**src/rtl/fifo_reader_pkg.sv**
```systemverilog
// Shared constants and the reader FSM encoding for the FIFO consumer front end.
package fifo_reader_pkg;

   localparam int unsigned FifoW     = 4;
   localparam int unsigned FifoDepth = 8;

   typedef enum logic {
      StIdle = 1'b0,
      StWait = 1'b1
   } rd_state_e;

endpackage

```
**src/rtl/fifo_reader_if.sv**
```systemverilog
// FIFO read port plus the downstream valid/ready stream of the reader.
interface fifo_reader_if
   import fifo_reader_pkg::*;
#(
   parameter int unsigned Width = FifoW
);
   logic             empty;
   logic [Width-1:0] out;
   logic             deq;
   logic [Width-1:0] dout;
   logic             dvalid;
   logic             dready;

   modport master (
      input  empty,
      input  out,
      input  dready,
      output deq,
      output dout,
      output dvalid
   );

   modport slave (
      output empty,
      output out,
      output dready,
      input  deq,
      input  dout,
      input  dvalid
   );
endinterface

```
**src/rtl/reader_skid_buf.sv**
```systemverilog
// Two-entry circular valid/ready buffer; flush clears it ahead of any push or pop.
module reader_skid_buf #(
   parameter int unsigned Width = 4
) (
   input  logic             clk_i,
   input  logic             rst_ni,
   input  logic             flush_i,
   input  logic             push_i,
   input  logic [Width-1:0] push_data_i,
   input  logic             pop_i,
   output logic [Width-1:0] data_o,
   output logic             valid_o,
   output logic [1:0]       count_o
);

   logic [Width-1:0] mem_q [2];
   logic [Width-1:0] mem_d [2];
   logic             rd_q, rd_d;
   logic             wr_q, wr_d;
   logic [1:0]       count_q, count_d;

   always_comb begin
      mem_d   = mem_q;
      rd_d    = rd_q;
      wr_d    = wr_q;
      count_d = count_q;
      if (flush_i) begin
         rd_d    = 1'b0;
         wr_d    = 1'b0;
         count_d = 2'd0;
      end else begin
         if (push_i) begin
            mem_d[wr_q] = push_data_i;
            wr_d        = ~wr_q;
         end
         if (pop_i) begin
            rd_d = ~rd_q;
         end
         count_d = count_q + {1'b0, push_i} - {1'b0, pop_i};
      end
   end

   always_ff @(posedge clk_i or negedge rst_ni) begin
      if (!rst_ni) begin
         mem_q[0] <= '0;
         mem_q[1] <= '0;
         rd_q     <= 1'b0;
         wr_q     <= 1'b0;
         count_q  <= 2'd0;
      end else begin
         mem_q    <= mem_d;
         rd_q     <= rd_d;
         wr_q     <= wr_d;
         count_q  <= count_d;
      end
   end

   assign valid_o = (count_q != 2'd0);
   assign data_o  = valid_o ? mem_q[rd_q] : '0;
   assign count_o = count_q;

endmodule

```
**src/rtl/fifo_reader.sv**
```systemverilog
// Paced FIFO consumer: issues spaced deq pulses and streams popped words through a skid buffer.
module fifo_reader
   import fifo_reader_pkg::*;
#(
   parameter int unsigned Width = FifoW,
   parameter int unsigned Gap   = 2,
   parameter int unsigned CntW  = 8
) (
   input  logic            clk_i,
   input  logic            rst_ni,
   input  logic            en_i,
   input  logic            flush_i,
   fifo_reader_if.master   bus,
   output logic [CntW-1:0] pop_cnt_o,
   output logic            busy_o
);

   localparam int unsigned GapW = (Gap > 1) ? $clog2(Gap) : 1;
   localparam logic [GapW-1:0] GapLoad = GapW'(Gap - 1);

   rd_state_e        state_q, state_d;
   logic [GapW-1:0]  gap_q, gap_d;
   logic [CntW-1:0]  pop_cnt_q, pop_cnt_d;
   logic             run_q;
   logic             push;
   logic             accept;
   logic             buf_valid;
   logic [Width-1:0] buf_data;
   logic [1:0]       buf_count;

   // run_q holds off the first pop until one edge after reset release.
   assign push   = (state_q == StIdle) && run_q && en_i && !bus.empty && !flush_i &&
                   (buf_count < 2'd2);
   assign accept = buf_valid && bus.dready;

   always_comb begin
      state_d   = state_q;
      gap_d     = gap_q;
      pop_cnt_d = pop_cnt_q;
      unique case (state_q)
         StIdle: begin
            if (push) begin
               state_d   = StWait;
               gap_d     = GapLoad;
               pop_cnt_d = pop_cnt_q + 1'b1;
            end
         end
         StWait: begin
            if (gap_q == '0) begin
               state_d = StIdle;
            end else begin
               gap_d = gap_q - 1'b1;
            end
         end
         default: state_d = StIdle;
      endcase
      if (flush_i) begin
         state_d = StIdle;
         gap_d   = '0;
      end
   end

   always_ff @(posedge clk_i or negedge rst_ni) begin
      if (!rst_ni) begin
         state_q   <= StIdle;
         gap_q     <= '0;
         pop_cnt_q <= '0;
         run_q     <= 1'b0;
      end else begin
         state_q   <= state_d;
         gap_q     <= gap_d;
         pop_cnt_q <= pop_cnt_d;
         run_q     <= 1'b1;
      end
   end

   reader_skid_buf #(
      .Width (Width)
   ) u_skid_buf (
      .clk_i       (clk_i),
      .rst_ni      (rst_ni),
      .flush_i     (flush_i),
      .push_i      (push),
      .push_data_i (bus.out),
      .pop_i       (accept),
      .data_o      (buf_data),
      .valid_o     (buf_valid),
      .count_o     (buf_count)
   );

   assign bus.deq    = push;
   assign bus.dout   = buf_data;
   assign bus.dvalid = buf_valid;
   assign pop_cnt_o  = pop_cnt_q;
   assign busy_o     = (state_q != StIdle) || buf_valid;

endmodule

```
**src/flat_wrapper.sv**
```systemverilog
// flat-port wrapper written by rule: the top's interface ports become plain ports
module fifo_reader_flat import fifo_reader_pkg::*;
#(
   parameter int unsigned Width = FifoW,
   parameter int unsigned Gap   = 2,
   parameter int unsigned CntW  = 8
)
  (clk_i, rst_ni, en_i, flush_i, pop_cnt_o, busy_o, bus_empty, bus_out, bus_dready, bus_deq, bus_dout, bus_dvalid);
  fifo_reader_if #(.Width(Width)) bus_i ();
  input  logic clk_i;
  input  logic rst_ni;
  input  logic en_i;
  input  logic flush_i;
  output logic [CntW-1:0] pop_cnt_o;
  output logic busy_o;
  input wire logic [$bits(bus_i.empty)-1:0] bus_empty;
  input wire logic [$bits(bus_i.out)-1:0] bus_out;
  input wire logic [$bits(bus_i.dready)-1:0] bus_dready;
  output wire logic [$bits(bus_i.deq)-1:0] bus_deq;
  output wire logic [$bits(bus_i.dout)-1:0] bus_dout;
  output wire logic [$bits(bus_i.dvalid)-1:0] bus_dvalid;
  assign bus_i.empty = bus_empty;
  assign bus_i.out = bus_out;
  assign bus_i.dready = bus_dready;
  assign bus_deq = bus_i.deq;
  assign bus_dout = bus_i.dout;
  assign bus_dvalid = bus_i.dvalid;
  fifo_reader #(.Width(Width), .Gap(Gap), .CntW(CntW)) u_core (.clk_i(clk_i), .rst_ni(rst_ni), .en_i(en_i), .flush_i(flush_i), .bus(bus_i), .pop_cnt_o(pop_cnt_o), .busy_o(busy_o));
endmodule
```
**config.mk**
```make
export PLATFORM = sky130hd
export DESIGN_NAME = fifo_reader_flat
export DESIGN_NICKNAME = d
export VERILOG_FILES = /design/src/rtl/fifo_reader_pkg.sv /design/src/rtl/fifo_reader_if.sv /design/src/rtl/reader_skid_buf.sv /design/src/rtl/fifo_reader.sv /design/src/flat_wrapper.sv
export SDC_FILE = /design/constraint.sdc
export NUM_CORES = 1
export LEC_CHECK = 0
export ABC_AREA = 1
export CORE_UTILIZATION = 40
export CTS_CLUSTER_DIAMETER = 100
export DETAILED_ROUTE_END_ITERATION = 10
export PLACE_DENSITY = 0.67
export SYNTH_ARGS = -nofsm -noshare
export SYNTH_HDL_FRONTEND = slang
export SYNTH_HIERARCHICAL = 1
export SYNTH_SLANG_ARGS = --single-unit
```
**constraint.sdc**
```tcl
create_clock -name clk_i -period 2.6 [get_ports clk_i]
set_input_delay 0.52 -clock clk_i [delete_from_list [all_inputs] [get_ports clk_i]]
set_output_delay 0.52 -clock clk_i [all_outputs]
set_load 0.02 [all_outputs]
```
# After elaboration in Yosys (flattened, before gate mapping)
# Cells that the tools add are included.
[word_totals]
regBits = 23
input_bits = 10
out_inout_bits = 15
wordCells = 59
[op_classes]
add_sub_neg = 4
magnitude_cmp = 4
eq_ne = 1
mux = 20
bitwise = 6
reduce_logical = 15
[ops]
columns = ["operator", "n"]
rows = [
  ["2-to-1 mux 4 bit", 5],
  ["2-to-1 mux 1 bit", 10],
  ["adder 8 x 1 -> 8 bit (second input constant)", 1],
  ["bitwise mux 8 bit", 1],
  ["logical AND 1 bit", 7],
  ["nonzero test 2 bit", 3],
  ["demux 4 bit (select 1 bit)", 1],
  ["greater-or-equal comparator 2 bit (second input constant)", 2],
  ["inverter 1 bit", 4],
  ["inverter 1 -> 2 bit", 2],
  ["case mux 1 bit (2 select lines)", 2],
  ["AND reduction 2 bit", 2],
  ["!= test 3 bit (second input constant)", 1],
  ["adder 2 x 1 -> 2 bit", 1],
  ["logical NOT 1 bit", 2],
  ["< comparator 2 x 1 -> 1 bit (second input constant)", 1],
  ["< comparator 2 bit (second input constant)", 1],
  ["2-to-1 mux 2 bit", 1],
  ["subtractor 2 x 1 -> 2 bit", 1],
  ["logical OR 1 bit", 1],
  ["subtractor 1 bit (second input constant)", 1],
]

# Depth between registers and ports, before layout
# Gate-level depths: netlist of the first run.
[logic_depth]
depth_word = 9
mapped_depth = 10

# By module
# Netlist of the first run, hierarchy kept.
[by_module_without_submodules]
columns = ["module", "n_inst", "cells_per_inst", "area_each_um2", "seq_area_each_um2"]
rows = [
  ["fifo_reader", 1, 75, 619.3, 275.3],
  ["reader_skid_buf", 1, 69, 589.3, 300.3],
]

# Worst setup path before layout of the first run
# No wires, ideal clock.
[synth_path]
path_type = "register -> register"
startpoint = "register u_core.u_skid_buf.count_q[1] (netlist: u_core/u_skid_buf/count_o[1])"
endpoint = "register u_core.u_skid_buf.count_q[1] (netlist: u_core/u_skid_buf/count_o[1])"
t_arrival_ns = 1.554
setup_slack_ns = 0.927
path_stages_with_launch = 10
path_cell_list = "dfrtp_1 -> nor2_1 -> inv_1 -> nand2_1 -> inv_1 -> ha_1 -> inv_1 -> ha_1 -> a21oi_1 -> nor2_1"
[synth_rtl]
columns = ["element", "line", "text"]
rows = [
  ["start: declaration", "reader_skid_buf.sv:20", "logic [1:0] count_q, count_d;"],
  ["start signal: assignment", "reader_skid_buf.sv:54", "count_q <= count_d;"],
  ["nonzero test 2 bit", "reader_skid_buf.sv:58", "assign valid_o = (count_q != 2'd0);"],
  ["via bus_dvalid", "flat_wrapper.sv:21", "output wire logic [$bits(bus_i.dvalid)-1:0] bus_dvalid;"],
  ["logical AND 1 bit", "fifo_reader.sv:34", "assign accept = buf_valid && bus.dready;"],
  ["via u_core.accept", "fifo_reader.sv:26", "logic accept;"],
  ["subtractor 2 x 1 -> 2 bit", "reader_skid_buf.sv:39", "count_d = count_q + {1'b0, push_i} - {1'b0, pop_i};"],
  ["2-to-1 mux 2 bit", "reader_skid_buf.sv:27", "if (flush_i) begin"],
  ["via u_core.u_skid_buf.count_d[1]", "reader_skid_buf.sv:20", ""],
]
# The timed path passes the listed nets, and every way through them passes these cells.
# A chain may end at the register's enable or synchronous reset.

# Worst setup path after layout of the first run
[layout_path]
startpoint = "input flush_i"
endpoint = "output bus_deq"
[layout_via]
elab_chain_len = 3
[layout_rtl]
columns = ["element", "line", "text"]
rows = [
  ["start: declaration", "flat_wrapper.sv:13", "input logic flush_i;"],
  ["logical NOT 1 bit", "fifo_reader.sv:32", "assign push = (state_q == StIdle) && run_q && en_i && !bus.empty && !flush_i &&"],
  ["logical AND 1 bit (2 in series)", "fifo_reader.sv:32", ""],
  ["end: declaration", "flat_wrapper.sv:19", "output wire logic [$bits(bus_i.deq)-1:0] bus_deq;"],
]
# Every way passes these cells.

==> flow_summary.json, run 1 <==
{
  "yosysUniqueCellTypes": 22,
  "start_kind": "input port",
  "portBuffers": 24,
  "cts_hold_buf": 0,
  "die_h_um": 56.97,
  "clock_skew_ns": 0.004356,
  "grt_pass1_vias": 1071,
  "finalSetupViolations": 0,
  "wl_per_cell_um": 11.77,
  "synth_warnings": 6,
  "status": "finished, violations left",
  "min-delay-start": "u_core/u_skid_buf/mem_q[7]",
  "ioPinCount": 25,
  "seq_area_sq_um": 575.6,
  "max_freq_ghz": 0.4030,
  "slew_viol_final": 0,
  "hpwl_um": 1798,
  "clk_latency_ns": 0.31,
  "worstPathMaxFanout": 2,
  "final_cell_count_no_fill": 207,
  "syn_to_final_growth_pct": 27.74,
  "clock-sinks": 23,
  "gp_congestion": 0.7701,
  "fin_tns_setup_ns": 0,
  "postCtsSetupBuffers": 0,
  "r2r_start": "u_core/u_skid_buf/count_o[1]",
  "nFillCells": 279,
  "num_antenna_cells": 0,
  "met2_length_um": 1268,
  "max-cap-violations": 0,
  "vdd_drop_max_v": 0.0003290,
  "ys_seq_area_frac": 0.4762,
  "async_flop_share": 1.000,
  "drt_iter0_markers": 25,
  "synth_xor_xnor_area_share": 0.02899,
  "yosys.area_share.adder": 0.03106,
  "met3WireLength_um": 85,
  "synth_enable_flop_cells": 0,
  "post_cts_resized": 0,
  "wl_um": 2436,
  "grt_pass1_wl_um": 4429,
  "core_sq_um": 2805,
  "worstSetupPathType": "input port to primary output",
  "fin_nets": 190,
  "violations": "design-rule violations",
  "synth_mux_area_frac": 0,
  "yosysMostFrequentCell": "nand2_1",
  "place_area_sq_um": 1518,
  "synth_simple_gate_area_frac": 0.3209,
  "cts_tree": "built",
  "yosys-top-cells-count": "nand2_1 (54), dfrtp_1 (23), inv_1 (18)",
  "die-area_sq_um": 3246,
  "multi_input_area_sq_um": 561.8,
  "cts.clk_slew.worst_paths_ns": 0.13,
  "synth_top_family_by_area": "simple AND/OR/NAND/NOR gates",
  "drc": 5,
  "synth_compound_area_frac": 0.08075,
  "root_buffer": "clkbuf_4",
  "vias": 1030,
  "critical_path_arrival_ns": 1.96,
  "synth.area.top_cells": "dfrtp_1 (48%), nand2_1 (17%), inv_1 (5.6%)",
  "powerDensity_nw_per_um2": 765.1,
  "postSynthCellCount": 144,
  "p_leak_uw": 0.0007470,
  "yosys.area.top_type_share": 0.4762,
  "cp-startpoint": "flush_i",
  "syn_area_sq_um": 1209,
  "ctsLongestPathBuffers": 2,
  "total_power_uw": 1181,
  "syn_nets": 157,
  "grt_max_degree": 24,
  "hold_violations": 0,
  "cp-end-kind": "primary output",
  "cp.required_ns": 2.08,
  "finalCritPeriodShare": 0.9544,
  "vias_per_cell": 4.976,
  "dr.max_layer_used": "met4",
  "initial_core_util": 0.4309,
  "final_cell_area_sq_um": 1544,
  "ant_nets": 0,
  "grt_antenna_before_repair": 0,
  "finalCoreUtilization": 0.5504,
  "die_w_um": 56.97,
  "rows": 19,
  "hold_path_class": "flop to flop",
  "overflow": 0,
  "rsz0062_at_grt": "no",
  "cts_buffers": 3,
  "final_layout_size_suffix_gt1_frac": 0.1080,
  "drt-pass1-iter-count": 7,
  "grt.total_usage": 0.1737,
  "ys.flop_type": "dfrtp_1",
  "synth_top_cell_by_area": "dfrtp_1",
  "fin_crit_ns": 2.481,
  "ys_seq_elements": 23,
  "htree_levels": 1,
  "met1_length_um": 1058,
  "dp_cells": 203,
  "synth_area_per_cell_sq_um": 8.393
}
-- power breakdown --
part	switching, uW	internal (uW)
clock network	109	59.9
logic	268	236
registers	81.2	427
-- sequential cells by signal (all words and copies together) (netlist names) --
| register | count |
|---|---|
| u_core/run_q | 1 |
| u_core/u_skid_buf/rd_q | 1 |
| u_core/pop_cnt_o | 8 |
| u_core/u_skid_buf/wr_q | 1 |
| u_core/u_skid_buf/count_o | 2 |
| u_core/state_q | 1 |
| u_core/u_skid_buf/mem_q | 8 |
| u_core/gap_q | 1 |
-- through the flow --
step           hold slack (ns)  setup slack, ns
3_3_place_gp            0.4671           0.1404
2_1_floorplan           0.2244           0.9268
4_1_cts                 0.5110           0.1137
5_1_grt                 0.5337          0.04857
6_report                0.5065           0.1186
3_5_place_dp            0.4793           0.1152
-- cell type report --
| class | count | share of cell area |
|---|---|---|
| Tap cell | 31 | 0.02512 |
| Multi-Input combinational cell | 102 | 0.3639 |
| Inverter | 19 | 0.04619 |
| Timing Repair Buffer | 28 | 0.1750 |
| Sequential cell | 23 | 0.3728 |
| Clock buffer | 4 | 0.01702 |
-- cells in the final DEF (no fill, tap or decap), types with 2 or more instances in the layout --
| master | count |
|---|---|
| nand2_1 | 54 |
| clkbuf_4 | 3 |
| nor2_2 | 2 |
| nand3_4 | 2 |
| o21ai_2 | 2 |
| clkdlybuf4s50_1 | 24 |
| xnor2_1 | 3 |
| a21oi_1 | 7 |
| o21ai_0 | 2 |
| buf_4 | 4 |
| inv_1 | 18 |
| o21ai_1 | 7 |
| ha_1 | 3 |
| nor2_1 | 7 |
| dfrtp_1 | 23 |
| nand3_1 | 5 |
-- worst paths after layout --
path,endpoint,slack (ns),cells past startpoint
setup / recovery,bus_deq,0.12,5
hold / removal,u_core/u_skid_buf/mem_q[7],0.51,2
max in group asynchronous,u_core/run_q,1.82,2
setup reg to reg,u_core/u_skid_buf/count_o[1],0.95,9
hold reg to reg,u_core/u_skid_buf/mem_q[7],0.51,2
min in group asynchronous,u_core/state_q,0.55,2
-- layer usage --
| layer | track usage | vias up |
|---|---|---|
| met5 | 0 | - |
| met2 | 0.3261 | 25 |
| met4 | 0.07317 | 0 |
| li1 | - | 511 |
| met3 | 0.02041 | 4 |
| met1 | 0.1982 | 490 |
-- critical path, cell delays in order --
cell and delay (ns):
clkdlybuf4s50_1 0.47, nor2_4 0.16, nand3_4 0.11, nor2_8 0.09, clkdlybuf4s50_1 0.60
-- kinds of logic after synthesis --
logic type / Yosys count
AO/OA/AOI/OAI: 18
XOR/XNOR: 4
adder cells (fa/ha/maj): 3
buffers and inverters: 19
flip-flops: 23
other: 1
AND/OR/NAND/NOR: 76
No activity file was read; power rests on OpenSTA's default activity.
==> inputs of run 2 (changes only) <==
--- a/config.mk
+++ b/config.mk
@@ -7,6 +7,7 @@
 export LEC_CHECK = 0
 export ABC_AREA = 1
 export CORE_UTILIZATION = 40
+export CTS_BUF_LIST = sky130_fd_sc_hd__clkbuf_8 sky130_fd_sc_hd__clkbuf_16
 export CTS_CLUSTER_DIAMETER = 100
 export DETAILED_ROUTE_END_ITERATION = 10
 export PLACE_DENSITY = 0.67
==> run 2 against run 1 <==
Effect of this change:
- sequential share of layout area is 0.45 points lower
- critical endpoint unchanged
- clock power increased by 33%
- non-clock buffer count stayed put
- global-route usage is 0.39 points higher
- fmax about the same
- sequential cell count did not move
- largest cell class unchanged
- final cell count unchanged
- highest routed layer unchanged
- cell area grew 1.2%
- via count decreased by 1.1%
- first-iteration DRC count increased by 16%
- total power is 4.6% higher
- the run still ends with design-rule violations left
- die area did not move
==> flow_summary.json, run 2 (same netlist as run 1, synthesis figures left out) <==
{
  "nFillCells": 273,
  "max_freq_ghz": 0.4027,
  "multi_input_area_sq_um": 561.8,
  "root_buffer": "clkbuf_8",
  "grt_pass1_wl_um": 4429,
  "min_path_cells": 2,
  "place_area_sq_um": 1518,
  "grt_max_degree": 24,
  "htree_levels": 1,
  "postCtsSetupBuffers": 0,
  "worstPathMaxFanout": 2,
  "critical_path_arrival_ns": 1.96,
  "cts_hold_buf": 0,
  "post_cts_resized": 0,
  "cp-end-kind": "primary output",
  "final_cell_area_sq_um": 1563,
  "seq_area_sq_um": 575.6,
  "worstSetupPathType": "input port to primary output",
  "die_w_um": 56.97,
  "switchingPower_uw": 466.2,
  "grt_pass1_vias": 1064,
  "final_common_cell": "nand2_1",
  "gp_congestion": 0.7701,
  "cp-startpoint": "flush_i",
  "finalSetupViolations": 0,
  "finalCritPeriodShare": 0.9551,
  "grt.total_usage": 0.1776,
  "hold_end": "u_core/u_skid_buf/mem_q[7]",
  "drc": 5,
  "wl_per_cell_um": 11.70,
  "pwr-share-seq": 0.411,
  "drt-pass1-iter-count": 7,
  "hpwl_um": 1798,
  "rr_worst_depth": 9,
  "powerDensity_nw_per_um2": 790.4,
  "drt_iter0_markers": 29,
  "wl_um": 2421,
  "die_h_um": 56.97,
  "initial_core_util": 0.4309,
  "fin_crit_ns": 2.483,
  "clock-sinks": 23,
  "portBuffers": 24,
  "ioPinCount": 25,
  "num_antenna_cells": 0,
  "slew_viol_final": 0,
  "power_frac_comb": 0.408,
  "ant_nets": 0,
  "r2r_setup_slack_ns": 0.97,
  "p_sw_frac": 0.3774,
  "fin_nets": 190,
  "r2r_start": "u_core/u_skid_buf/count_o[1]",
  "timing.rr.end": "u_core/u_skid_buf/count_o[1]",
  "core_sq_um": 2805,
  "rsz0062_at_grt": "no",
  "cp.required_ns": 2.08,
  "ctsLongestPathBuffers": 2,
  "cts_buffers": 3,
  "mostFrequentLayoutCells": "nand2_1 (54), clkdlybuf4s50_1 (24), dfrtp_1 (23)",
  "fin_tns_setup_ns": 0,
  "rows": 19,
  "vias": 1019,
  "overflow": 0,
  "start_kind": "input port",
  "cts_tree": "built",
  "final_layout_size_suffix_gt1_frac": 0.1080,
  "die-area_sq_um": 3246,
  "min-delay-start": "u_core/u_skid_buf/mem_q[7]",
  "vias_per_cell": 4.923,
  "p_leak_uw": 0.0007589,
  "violations": "design-rule violations",
  "clockPowerShare": 0.181,
  "status": "finished, violations left",
  "holdWs_ns": 0.4961,
  "clock_skew_ns": 0.001953,
  "vdd_drop_max_v": 0.0003161,
  "grt_antenna_before_repair": 0,
  "hold_path_class": "flop to flop",
  "syn_to_final_growth_pct": 29.30,
  "max-cap-violations": 0,
  "p_int_uw": 769.1,
  "clk_latency_ns": 0.27,
  "cts.clk_slew.worst_paths_ns": 0.08,
  "hold_violations": 0
}
[run 2: changes by cell type in the layout (fill, tap and decap cells not counted), sizes merged]
cell    before  now
inv         19   20
clkbuf       4    3
[run 2: power by group through the flow]
stage / combinational (uW) / clock, uW / sequential [uW]
3_3_place_gp: 494 / 0 / 512
5_1_grt: 557 / 238 / 524
6_report: 503 / 224 / 508
4_1_cts: 507 / 235 / 507
3_5_place_dp: 506 / 0 / 514
2_1_floorplan: 267 / 0 / 531
[run 2: cell type report]
type	instances	share of cell area
timing repair buffer	28	0.1729
inverter	19	0.04564
clock buffer	3	0.02642
tap	31	0.02482
sequential	23	0.3683
clock inverter	1	0.002402
multi-input combinational	102	0.3595
[run 2: through the flow]
step,setup WS [ns],std cells,util,power (uW)
2_1_floorplan,0.9268,144,-,797.9
3_3_place_gp,0.1404,203,0.5410,1005
3_5_place_dp,0.1152,203,0.5410,1019
4_1_cts,0.1137,207,0.5571,1250
5_1_grt,0.04857,207,0.5571,1319
6_report,0.1168,207,0.5571,1235
[run 2: worst max-delay path, stage by stage]
cell and delay (ns):
clkdlybuf4s50_1 0.47, nor2_4 0.17, nand3_4 0.11, nor2_8 0.09, clkdlybuf4s50_1 0.60
[run 2: worst max-delay path by stage]
stage | end | slack (ns) | cells past startpoint
after detailed placement | bus_deq | 0.12 | 5
after global routing | bus_deq | 0.05 | 5
after CTS | bus_deq | 0.11 | 5
final | bus_deq | 0.12 | 5
after global placement | bus_deq | 0.14 | 5
after floorplan | u_core/u_skid_buf/count_o[1] | 0.93 | 9
[run 2: routing by layer]
layer,part of all wire,vias to the layer above,GRT usage,wire [um]
li1,-,512,-,-
met1,0.43,480,0.1938,1045
met2,0.51,20,0.3244,1228
met3,0.033,7,0.03401,81
met4,0.027,0,0.09408,65
met5,0,-,0,0
